`src/rtl/cpu_pkg.sv`:
```
// Shared types and widths for the CPU front end.
`timescale 1ns/1ps
package cpu_pkg;

    localparam int INSTR_W = 32;
    localparam int PC_W    = 32;
    localparam int IFID_W  = 64;

    localparam logic [INSTR_W-1:0] NOP_INSTR = 32'h0000_0000;

    // IDLE: nothing outstanding
    // WAIT: one request outstanding, response kept
    // DROP: one request outstanding, response discarded
    typedef enum logic [1:0] {
        IDLE = 2'd0,
        WAIT = 2'd1,
        DROP = 2'd2
    } fetch_state_e;

endpackage

```
`src/rtl/fetch_fifo.sv`:
```
// Prefetch FIFO between instruction memory and the IF/ID register.
// Registered head, no write-through bypass; an empty FIFO presents all zeros.
`timescale 1ns/1ps
module fetch_fifo
    import cpu_pkg::*;
#(
    parameter  int DEPTH = 2,
    localparam int CNT_W = $clog2(DEPTH + 1),
    localparam int PTR_W = $clog2(DEPTH)
) (
    input  logic              clk_i,
    input  logic              rst_i,
    input  logic              push,
    input  logic              pop,
    input  logic              clear,
    input  logic [IFID_W-1:0] wdata,
    output logic              full,
    output logic [CNT_W-1:0]  count,
    output logic [IFID_W-1:0] head
);

    logic [IFID_W-1:0] mem [DEPTH];
    logic [PTR_W-1:0]  rd_ptr;
    logic [PTR_W-1:0]  wr_ptr;
    logic              empty;
    logic              do_push;
    logic              do_pop;

    assign empty   = (count == '0);
    assign full    = (count == CNT_W'(DEPTH));
    assign do_pop  = pop && !empty;
    // A push into a full FIFO is only legal when the head leaves in the same cycle.
    assign do_push = push && (!full || do_pop);
    assign head    = empty ? {{PC_W{1'b0}}, NOP_INSTR} : mem[rd_ptr];

    // Pointer and occupancy bookkeeping; clear wins over push/pop.
    always_ff @(posedge clk_i or negedge rst_i) begin
        if (!rst_i) begin
            rd_ptr <= '0;
            wr_ptr <= '0;
            count  <= '0;
        end else if (clear) begin
            rd_ptr <= '0;
            wr_ptr <= '0;
            count  <= '0;
        end else begin
            if (do_push) wr_ptr <= wr_ptr + PTR_W'(1);
            if (do_pop)  rd_ptr <= rd_ptr + PTR_W'(1);
            case ({do_push, do_pop})
                2'b10:   count <= count + CNT_W'(1);
                2'b01:   count <= count - CNT_W'(1);
                default: count <= count;
            endcase
        end
    end

    // Storage needs no reset: the head is masked while the FIFO is empty.
    always_ff @(posedge clk_i) begin
        if (do_push && !clear) mem[wr_ptr] <= wdata;
    end

endmodule

```
`src/rtl/if_fetch_unit.sv`:
```
// Instruction-fetch stage: PC, single-outstanding imem requests, prefetch
// buffering and the producer side of the IF/ID register.
`timescale 1ns/1ps
module if_fetch_unit
    import cpu_pkg::*;
#(
    parameter logic [PC_W-1:0] RESET_PC = 32'h0000_0000,
    parameter int              DEPTH    = 2
) (
    input  logic              clk_i,
    input  logic              rst_i,
    input  logic              stall_i,
    input  logic              redirect_i,
    input  logic [PC_W-1:0]   redirect_pc_i,
    output logic              imem_req_o,
    output logic [PC_W-1:0]   imem_addr_o,
    input  logic              imem_ack_i,
    input  logic [INSTR_W-1:0] imem_rdata_i,
    output logic [IFID_W-1:0] ifid_data_o,
    output logic              ifid_valid_o
);

    localparam int CNT_W = $clog2(DEPTH + 1);

    fetch_state_e     state;
    fetch_state_e     state_next;
    logic [PC_W-1:0]  pc;
    logic [PC_W-1:0]  pc_next;
    logic [PC_W-1:0]  pc_plus4;
    logic [PC_W-1:0]  fetch_pc;
    logic [CNT_W-1:0] fifo_count;
    logic             fifo_full;
    logic             ack_wait;
    logic             push;
    logic             pop;
    logic             room;
    logic             issue;
    logic             unused_pc_bits;

    assign unused_pc_bits = ^redirect_pc_i[1:0];

    assign pc_plus4     = pc + 32'd4;
    assign ack_wait     = (state == WAIT) && imem_ack_i;
    assign push         = ack_wait && !redirect_i;
    assign pop          = ifid_valid_o && !stall_i && !redirect_i;
    assign ifid_valid_o = (fifo_count != '0);

    // Space test against the occupancy after this cycle's push/pop.
    // A push only ever happens with at least one free slot, so it cannot overflow.
    always_comb begin
        if (pop)       room = 1'b1;
        else if (push) room = (fifo_count < CNT_W'(DEPTH - 1));
        else           room = !fifo_full;
    end

    // Issue decision and fetch address; gated by reset so the bus is quiet while held.
    always_comb begin
        fetch_pc    = ack_wait ? pc_plus4 : pc;
        issue       = rst_i && !redirect_i && room && ((state == IDLE) || ack_wait);
        imem_req_o  = issue;
        imem_addr_o = issue ? fetch_pc : '0;
    end

    // Next-state and PC update; redirect takes priority over everything else.
    always_comb begin
        state_next = state;
        pc_next    = pc;
        if (redirect_i) begin
            pc_next    = {redirect_pc_i[PC_W-1:2], 2'b00};
            state_next = ((state != IDLE) && !imem_ack_i) ? DROP : IDLE;
        end else begin
            case (state)
                IDLE: begin
                    if (issue) state_next = WAIT;
                end
                WAIT: begin
                    if (imem_ack_i) begin
                        pc_next    = pc_plus4;
                        state_next = issue ? WAIT : IDLE;
                    end
                end
                DROP: begin
                    if (imem_ack_i) state_next = IDLE;
                end
                default: state_next = IDLE;
            endcase
        end
    end

    // State and PC registers.
    always_ff @(posedge clk_i or negedge rst_i) begin
        if (!rst_i) begin
            state <= IDLE;
            pc    <= RESET_PC;
        end else begin
            state <= state_next;
            pc    <= pc_next;
        end
    end

    fetch_fifo #(.DEPTH(DEPTH)) u_fifo (
        .clk_i (clk_i),
        .rst_i (rst_i),
        .push  (push),
        .pop   (pop),
        .clear (redirect_i),
        .wdata ({pc_plus4, imem_rdata_i}),
        .full  (fifo_full),
        .count (fifo_count),
        .head  (ifid_data_o)
    );

endmodule
```
`config.mk`:
```
export PLATFORM = sky130hd
export DESIGN_NAME = if_fetch_unit
export DESIGN_NICKNAME = d
export VERILOG_FILES = /design/src/rtl/cpu_pkg.sv /design/src/rtl/fetch_fifo.sv /design/src/rtl/if_fetch_unit.sv
export SDC_FILE = /design/constraint.sdc
export NUM_CORES = 1
export LEC_CHECK = 0
export BUFFER_PORTS_ARGS = -buffer_cell sky130_fd_sc_hd__buf_2
export CAP_MARGIN = 20
export CORE_MARGIN = 4
export CORE_UTILIZATION = 57
export DETAILED_ROUTE_END_ITERATION = 8
export PLACE_DENSITY = 0.83
export RECOVER_POWER = 50
export SETUP_SLACK_MARGIN = 0.02
export SYNTH_ARGS = -nofsm -noshare
export SYNTH_HDL_FRONTEND = slang
export SYNTH_HIERARCHICAL = 1
export SYNTH_SLANG_ARGS = --single-unit
export TNS_END_PERCENT = 20
```
`constraint.sdc`:
```
create_clock -name clk_i -period 20.6 [get_ports clk_i]
set_clock_uncertainty 0.1 [all_clocks]
set_input_delay 4.12 -clock clk_i [delete_from_list [all_inputs] [get_ports clk_i]]
set_output_delay 4.12 -clock clk_i [all_outputs]
set_load 0.05 [all_outputs]
```
==> flow_summary.json, run 1 <==
{
  "status": "finished, violations left",
  "violations": "capacitance limit, slew limit",
  "cts_inserted_buffers": 17,
  "num-nets-final": 855,
  "dr.pass1.iters": 5,
  "finalSetupTns_ns": 0,
  "wl_met1_mm": 6.73,
  "grt_start_max_net_pins": 66,
  "ff_latch_area_sq_mm": 0.00475,
  "synthDistinctLibCells": 53,
  "die_x_um": 125,
  "hold_buffers": 0,
  "synth_area_sq_mm": 0.00780,
  "multi_input_area_sq_mm": 0.00275,
  "synth_top_area_share_pct": 49.2,
  "cts-root-buf": "clkbuf_16",
  "clk_latency_ns": 0.41,
  "drt-initial-drc-count": 491,
  "areaGrowthSynthToFinish_pct": 18.4,
  "grt_remaining_overflow": 0,
  "critPathArrivalTime_ns": 7.08,
  "cts.clk_slew.worst_paths_ns": 0.06,
  "htreeDepth": 4,
  "cts_resized": 0,
  "max_slew.worst_pin.slew_ns": 3.60,
  "synthArstFlopShare_pct": 22.0,
  "hold_violations": 0,
  "max_freq_ghz": 0.0885,
  "rows": 42,
  "dr_wl_met3_mm": 1.32,
  "timing.final.crit_share_pct": 54.8,
  "dr_wl_met2_mm": 8.87,
  "syn_avg_cell_area_sq_um": 12.3,
  "synth_edf_count": 128,
  "ir_drop_uv": 61.6,
  "track_usage_pct": 21.8,
  "yosys.area.top_type": "edfxtp_1",
  "ys_seq_area_share_pct": 60.8,
  "clock_sinks": 164,
  "die-area_sq_mm": 0.0156,
  "power.total_uw": 798,
  "via_per_inst": 5.70,
  "slew_headroom_pct": -140,
  "final_util_pct": 69.3,
  "num_vias": 5541,
  "initial_core_util_pct": 58.5,
  "critPathCaptureType": "output port",
  "synth_area_leaders": "edfxtp_1 49%, dfrtp_1 12%, mux2i_1 8.5%",
  "slowest_stage": "clkbuf_1",
  "clockBufferDepth": 2,
  "antennaDiodeCount": 0,
  "die_h_um": 125,
  "drive_gt1_share_pct": 24.5,
  "synth.top_cells.by_count": "128 x edfxtp_1, 119 x nor2_1, 66 x mux2i_1",
  "finalSetupViolations": 0,
  "yosysWarningCount": 6,
  "finalMaxSlewViolations": 223,
  "drcViolationCount": 0,
  "wire_per_inst_um": 17.8,
  "power.density_mw_per_mm2": 86.3,
  "drt_wl_total_mm": 17.3,
  "crit_fanout": 37,
  "pin_count": 167,
  "synth_most_common_cell": "edfxtp_1",
  "core_area_sq_mm": 0.0133,
  "ys.flop_type": "edfxtp_1",
  "cp_slowest_stage_delay_ns": 1.46,
  "place_congestion": 0.897,
  "leakage_uw": 0.00340,
  "postCtsSetupBuffers": 0,
  "cts_tree": "yes",
  "rsz0062_at_grt": "false",
  "ant_nets": 0,
  "highest_layer": "met4",
  "placement.io_buffers": 162,
  "fin_crit_ns": 11.30,
  "startpoint_type": "input port",
  "path_cells": "clkbuf_1 > nand2_1 > a221o_1 > buf_8 > a21oi_1 > buf_2",
  "n_fill_cell": 1000,
  "cap_viol_max_count": 4,
  "hp-class": "flip-flop to flip-flop",
  "grt_antenna_before_repair": 0,
  "critPathKind": "input port to output port",
  "grt_pass1_wl_mm": 27.0,
  "ys_ff_latch": 164,
  "synth_cells": 633,
  "grt_pass1_vias": 5375,
  "required_ns": 16.38,
  "post-dp-hpwl_mm": 11.6
}
state kept, by name (all words and copies together), names as in the netlist:
signal / flops
u_fifo/mem: 128
u_fifo/wr_ptr: 1
pc: 30
u_fifo/rd_ptr: 1
state: 2
u_fifo/count: 2
layer usage:
layer / track usage (%) / up-vias
met5: 0 / -
met4: 7.53 / 0
met3: 5.33 / 38
met2: 38.8 / 276
met1: 26.0 / 2614
li1: - / 2613
layout by cell type, fill, tap and decap left out, types with 6 or more instances in the layout:
master	synthesis	layout
a31oi_1	16	16
nor4_1	7	8
clkbuf_1	19	32
mux2i_1	66	66
nor2_1	119	119
clkbuf_16	0	17
or4_1	7	7
and3_1	6	6
bufinv_16	0	6
o31ai_1	8	8
edfxtp_1	128	128
nor2_4	10	11
conb_1	1	6
xor2_1	16	16
nand4_1	15	15
xnor2_1	26	26
nand3_1	15	16
dfrtp_1	36	35
nand2_1	15	15
buf_2	7	136
inv_1	8	8
nor3_1	13	12
a21oi_1	33	33
o21ai_0	5	7
final timing paths:
check	depth (start not counted)	startpoint	slack (ns)	to
min reg2reg	2	state[1]$_DFFE_PN0P_	0.53	state[1]$_DFFE_PN0P_
max	6	rst_i	9.30	imem_addr_o[23]
min	2	state[1]$_DFFE_PN0P_	0.53	state[1]$_DFFE_PN0P_
max in group asynchronous	1	rst_i	14.74	u_fifo/rd_ptr$_DFFE_PN0P_
max reg2reg	5	state[1]$_DFFE_PN0P_	15.62	u_fifo/mem[0][45]$_DFFE_PP_
min in group asynchronous	1	rst_i	4.20	u_fifo/count[1]$_DFFE_PN0P_
cell type report:
| cell class | instances | share of cell area, % |
|---|---|---|
| inverters | 10 | 0.406 |
| clock inverters | 11 | 2.26 |
| repair buffers | 169 | 9.12 |
| clock buffers | 19 | 4.68 |
| well taps | 176 | 2.38 |
| flip-flops and latches | 164 | 51.4 |
| multi-input cells | 423 | 29.8 |
where the power goes:
| part | switching [uW] | internal, uW |
|---|---|---|
| Clock | 119 | 225 |
| Combinational | 53.1 | 22.9 |
| Sequential | 11.7 | 367 |
| Total | 183 | 615 |
through the flow:
step	instances	hold slack (ns)	setup slack (ns)	instance area, sq um
2_1_floorplan	638	0.442	10.31	7820
3_3_place_gp	939	0.479	9.90	8630
3_5_place_dp	939	0.512	9.82	8630
4_1_cts	969	0.524	9.82	9270
5_1_grt	972	0.572	8.92	9240
6_report	972	0.529	9.30	9240
cell families (layout without fill, tap and decap cells):
group,Yosys count,count (layout),synth area share (%)
flops,164,164,60.8
compound gates,71,71,5.67
xor+xnor,42,42,4.71
other cells,1,6,0.0480
mux,68,68,8.80
buf+inv,51,209,4.02
simple gates,235,235,15.8
fa+ha+maj,1,1,0.160
worst max-delay path: cells and delay by family:
kind | cells | cell delay (ns)
buf+inv | 3 | 2.04
simple gates | 1 | 0.10
compound gates | 2 | 0.80
Power figures use the tool's default switching activity.
==> run 2, diff against run 1 <==
CORE_UTILIZATION = 55   (was 57)
PLACE_DENSITY = 0.8   (was 0.83)
clock period = 11.46 ns   (was 20.6 ns; I/O delays follow)
==> flow_summary.json, run 2 (synthesis results as in run 1) <==
{
  "hold_depth": 2,
  "ant_nets": 0,
  "final_common_cell": "buf_2",
  "track_usage_pct": 21.1,
  "die_h_um": 127,
  "areaGrowthSynthToFinish_pct": 17.1,
  "hp-start": "pc[30]$_DFFE_PN0P_",
  "final_cell_mix": "144 x buf_2, 128 x edfxtp_1, 119 x nor2_1",
  "max_slew.worst_pin.slew_ns": 3.68,
  "postCtsSetupBuffers": 0,
  "place_congestion": 0.905,
  "via_per_inst": 5.52,
  "drt-initial-drc-count": 346,
  "largest_reg_flops": 128,
  "wire_per_inst_um": 17.0,
  "r2r-start": "state[1]$_DFFE_PN0P_",
  "crit_fanout": 37,
  "hold_end": "pc[30]$_DFFE_PN0P_",
  "required_ns": 9.07,
  "grt_antenna_before_repair": 0,
  "cts-root-buf": "clkbuf_16",
  "clock_power_share_pct": 39.1,
  "placement.io_buffers": 162,
  "grt_start_max_net_pins": 65,
  "max_freq_ghz": 0.125,
  "rsz0062_at_grt": "false",
  "slew_headroom_pct": -145,
  "post-dp-hpwl_mm": 11.3,
  "reg.largest.list": "u_fifo/mem: 128 flops, pc: 30 flops",
  "grt_remaining_overflow": 0,
  "p_seq_share_pct": 50.8,
  "cts_resized": 0,
  "leakage_uw": 0.00338,
  "fin_cells": 976,
  "regMostFlops": "u_fifo/mem",
  "clockBufferDepth": 2,
  "power.internal_uw": 1010,
  "pin_count": 167,
  "cts_inserted_buffers": 17,
  "reg2reg_depth": 5,
  "grt_pass1_wl_mm": 26.7,
  "critPathCaptureType": "output port",
  "critPathKind": "input port to output port",
  "die_x_um": 127,
  "ir_drop_uv": 91.9,
  "drcViolationCount": 0,
  "post-place-cells": 945,
  "antennaDiodeCount": 0,
  "htreeDepth": 4,
  "finalSetupTns_ns": 0,
  "drt_wl_total_mm": 16.6,
  "hold_buffers": 0,
  "cts.clk_slew.worst_paths_ns": 0.06,
  "finalMaxSlewViolations": 197,
  "use_met1_pct": 27.0,
  "swShare_pct": 24.3,
  "drive_gt1_share_pct": 25.3,
  "r2r_slack_ns": 6.39,
  "dr.pass1.iters": 5,
  "power.density_mw_per_mm2": 146,
  "die-area_sq_mm": 0.0162,
  "finalSetupViolations": 0,
  "power.total_uw": 1340,
  "cts_tree": "yes",
  "power_frac_comb_pct": 10.1,
  "fin_crit_ns": 8.00,
  "violations": "capacitance limit, slew limit",
  "switching_power_uw": 325,
  "n_fill_cell": 1061,
  "startpoint_type": "input port",
  "rows": 43,
  "core_area_sq_mm": 0.0139,
  "initial_core_util_pct": 56.2,
  "grt_pass1_vias": 5357,
  "hp-class": "flip-flop to flip-flop",
  "cap_viol_max_count": 4,
  "num_vias": 5383,
  "critPathArrivalTime_ns": 5.61,
  "clock_sinks": 164,
  "hold_slack_ns": 0.533,
  "met2_usage_pct": 35.6,
  "clk_latency_ns": 0.41,
  "r2r_end": "u_fifo/mem[0][17]$_DFFE_PP_",
  "status": "finished, violations left",
  "hold_violations": 0,
  "busiest_layer": "met2",
  "num-nets-final": 854,
  "met3_usage_pct": 4.64,
  "timing.final.crit_share_pct": 69.8
}
-- run 2: cell count changes in the layout (fill, tap and decap cells not counted), sizes merged --
cell,change
clkbuf,-12
buf,+9
clkinv,+7
bufinv,-4
-- run 2: per-stage QoR --
step | setup slack (ns) | util [%] | area [sq um]
2_1_floorplan | 2.99 | - | 7820
3_3_place_gp | 4.72 | 62.3 | 8650
3_5_place_dp | 4.64 | 62.3 | 8650
4_1_cts | 4.65 | 66.2 | 9190
5_1_grt | 2.98 | 65.8 | 9140
6_report | 3.46 | 65.8 | 9140
-- run 2: worst max-delay path by stage --
stage,from,endpoint
floorplan,redirect_i,u_fifo/mem[1][0]$_DFFE_PP_
global placement,imem_ack_i,imem_addr_o[26]
detailed placement,imem_ack_i,imem_addr_o[25]
CTS,imem_ack_i,imem_addr_o[25]
global route,rst_i,imem_addr_o[30]
finish,rst_i,imem_addr_o[30]
-- run 2: worst max-delay path: stages --
cell and delay [ns]:
clkbuf_1 1.50, nand2_1 0.09, a221o_1 0.32, clkbuf_1 0.60
a21oi_1 0.46, buf_2 0.33
-- run 2: layer usage --
layer / routed length [um] / vias to the layer above
li1: - / 2610
met1: 6890 / 2535
met2: 8290 / 219
met3: 1120 / 19
met4: 298 / 0
met5: 0 / -
-- run 2: layout make-up --
type	count	area [sq um]	area share (%)
inverter	10	37.5	0.411
tap	180	225	2.46
multi-input combinational	423	2760	30.2
clock buffer	17	425	4.66
sequential	164	4750	52.0
clock inverter	14	120	1.31
timing repair buffer	168	822	9.00
-- run 2: power groups by stage --
stage	clock network [uW]	registers, uW	logic, uW
floorplan	0	680	104
global placement	0	690	132
detailed placement	0	691	136
CTS	532	679	137
global route	563	682	147
finish	523	680	135
==> run 3, diff against run 2 <==
CORE_UTILIZATION = 50   (was 55)
PLACE_DENSITY = 0.77   (was 0.8)
clock period = 7.25 ns   (was 11.46 ns; I/O delays follow)
==> flow_summary.json, run 3 (synthesis results as in run 1) <==
{
  "status": "finished, violations left",
  "violations": "capacitance limit, slew limit",
  "hp-class": "flip-flop to flip-flop",
  "path_cells": "clkbuf_1 > nand2_1 > a221o_1 > buf_4 > a21oi_1 > buf_2",
  "grt_antenna_before_repair": 0,
  "final_cell_mix": "141 x buf_2, 128 x edfxtp_1, 119 x nor2_1",
  "final_common_cell": "buf_2",
  "rows": 45,
  "die_x_um": 133,
  "r2r_end": "u_fifo/mem[1][50]$_DFFE_PP_",
  "die_h_um": 133,
  "path_delay_family": "buffers and inverters",
  "initial_core_util_pct": 51.2,
  "required_ns": 5.70,
  "cts-root-buf": "clkbuf_16",
  "num_vias": 5464,
  "reg.largest.list": "u_fifo/mem: 128 flops, pc: 30 flops",
  "post-dp-hpwl_mm": 12.0,
  "clockBufferDepth": 2,
  "hold_buffers": 0,
  "pin_count": 167,
  "crit_buf_inv": 3,
  "hp-start": "state[1]$_DFFE_PN0P_",
  "clock_sinks": 164,
  "drt_wl_total_mm": 17.4,
  "core_area_sq_mm": 0.0153,
  "drcViolationCount": 0,
  "wire_per_inst_um": 17.2,
  "finalMaxSlewViolations": 99,
  "hold_violations": 0,
  "r2r_slack_ns": 3.56,
  "max_freq_ghz": 0.174,
  "timing.final.crit_share_pct": 79.1,
  "placement.io_buffers": 162,
  "grt_pass1_wl_mm": 27.5,
  "rsz0062_at_grt": "false",
  "place_congestion": 0.899,
  "cts.clk_slew.worst_paths_ns": 0.06,
  "critPathArrivalTime_ns": 4.18,
  "preCtsSetupSlack_ns": 2.11,
  "largest_reg_flops": 128,
  "max_slew.worst_pin.slew_ns": 2.45,
  "ant_nets": 0,
  "reg2reg_depth": 5,
  "power.density_mw_per_mm2": 233,
  "power.total_uw": 2150,
  "fin_crit_ns": 5.73,
  "critPathKind": "input port to output port",
  "grt_pass1_vias": 5405,
  "cts_tree": "yes",
  "ir_drop_uv": 156,
  "critPathCaptureType": "output port",
  "slew_headroom_pct": -63.6,
  "track_usage_pct": 19.6,
  "grt_remaining_overflow": 0,
  "cap_viol_max_count": 2,
  "num-nets-final": 855,
  "startpoint_type": "input port",
  "postCtsSetupBuffers": 0,
  "dr.pass1.iters": 5,
  "clk_latency_ns": 0.42,
  "htreeDepth": 4,
  "drive_gt1_share_pct": 25.3,
  "slowest_stage": "clkbuf_1",
  "regMostFlops": "u_fifo/mem",
  "finalSetupTns_ns": 0,
  "hold_end": "state[1]$_DFFE_PN0P_",
  "crit_fanout": 37,
  "finalSetupViolations": 0,
  "grt_start_max_net_pins": 61,
  "drt-initial-drc-count": 274,
  "hold_depth": 2,
  "areaGrowthSynthToFinish_pct": 18.1,
  "cp_slowest_stage_delay_ns": 1.43,
  "antennaDiodeCount": 0,
  "cts_inserted_buffers": 17,
  "die-area_sq_mm": 0.0177,
  "r2r-start": "state[1]$_DFFE_PN0P_",
  "cts_resized": 0,
  "fin_ws_ns": 1.52,
  "via_per_inst": 5.42,
  "leakage_uw": 0.00340
}
-- run 3: worst max path at each step --
| stage | from | to | cells after the start |
|---|---|---|---|
| 2_1_floorplan | redirect_i | u_fifo/mem[0][0]$_DFFE_PP_ | 3 |
| 3_3_place_gp | imem_ack_i | imem_addr_o[25] | 6 |
| 3_5_place_dp | imem_ack_i | imem_addr_o[25] | 6 |
| 4_1_cts | imem_ack_i | imem_addr_o[25] | 6 |
| 5_1_grt | rst_i | imem_addr_o[25] | 6 |
| 6_report | rst_i | imem_addr_o[25] | 6 |
-- run 3: area by class of cell --
type / instances / area (sq um)
Timing Repair Buffer: 169 / 830
Clock buffer: 26 / 543
Sequential cell: 164 / 4750
Inverter: 10 / 37.5
Fill cell: 1250 / 6040
Clock inverter: 6 / 36.3
Multi-Input combinational cell: 423 / 2760
Tap cell: 211 / 264
-- run 3: power breakdown --
group	leakage, uW	switching (uW)	internal, uW	total [uW]
clock	0.000280	345	517	863
sequential	0.00156	31.8	1040	1070
combinational	0.00156	150	64.2	214
total	0.00340	527	1620	2150
-- run 3: stage by stage --
step,utilization [%],instances,cell area (sq um),hold slack [ns]
2_1_floorplan,-,638,7830,0.442
3_3_place_gp,57.0,977,8700,0.482
3_5_place_dp,57.0,977,8700,0.500
4_1_cts,60.8,1009,9280,0.514
5_1_grt,60.4,1009,9220,0.547
6_report,60.4,1009,9220,0.509
-- run 3: per-layer routing --
metal  up-vias  wire length [um]  part of all wire (%)  global-route usage [%]
met5         -                 0                     0                       0
met2       223              8730                    50                    33.9
met1      2615              7230                    42                    24.4
li1       2605                 -                     -                       -
met4         0               265                   1.5                    6.99
met3        21              1140                   6.6                    4.18
-- run 3: worst reg2reg max path, stage by stage, from the launching register on --
cell and delay [ns]:
dfrtp_1 0.42, nand3b_1 0.47, nor2_1 0.46, o21ai_0 0.35, nor3b_4 0.81, buf_4 0.68
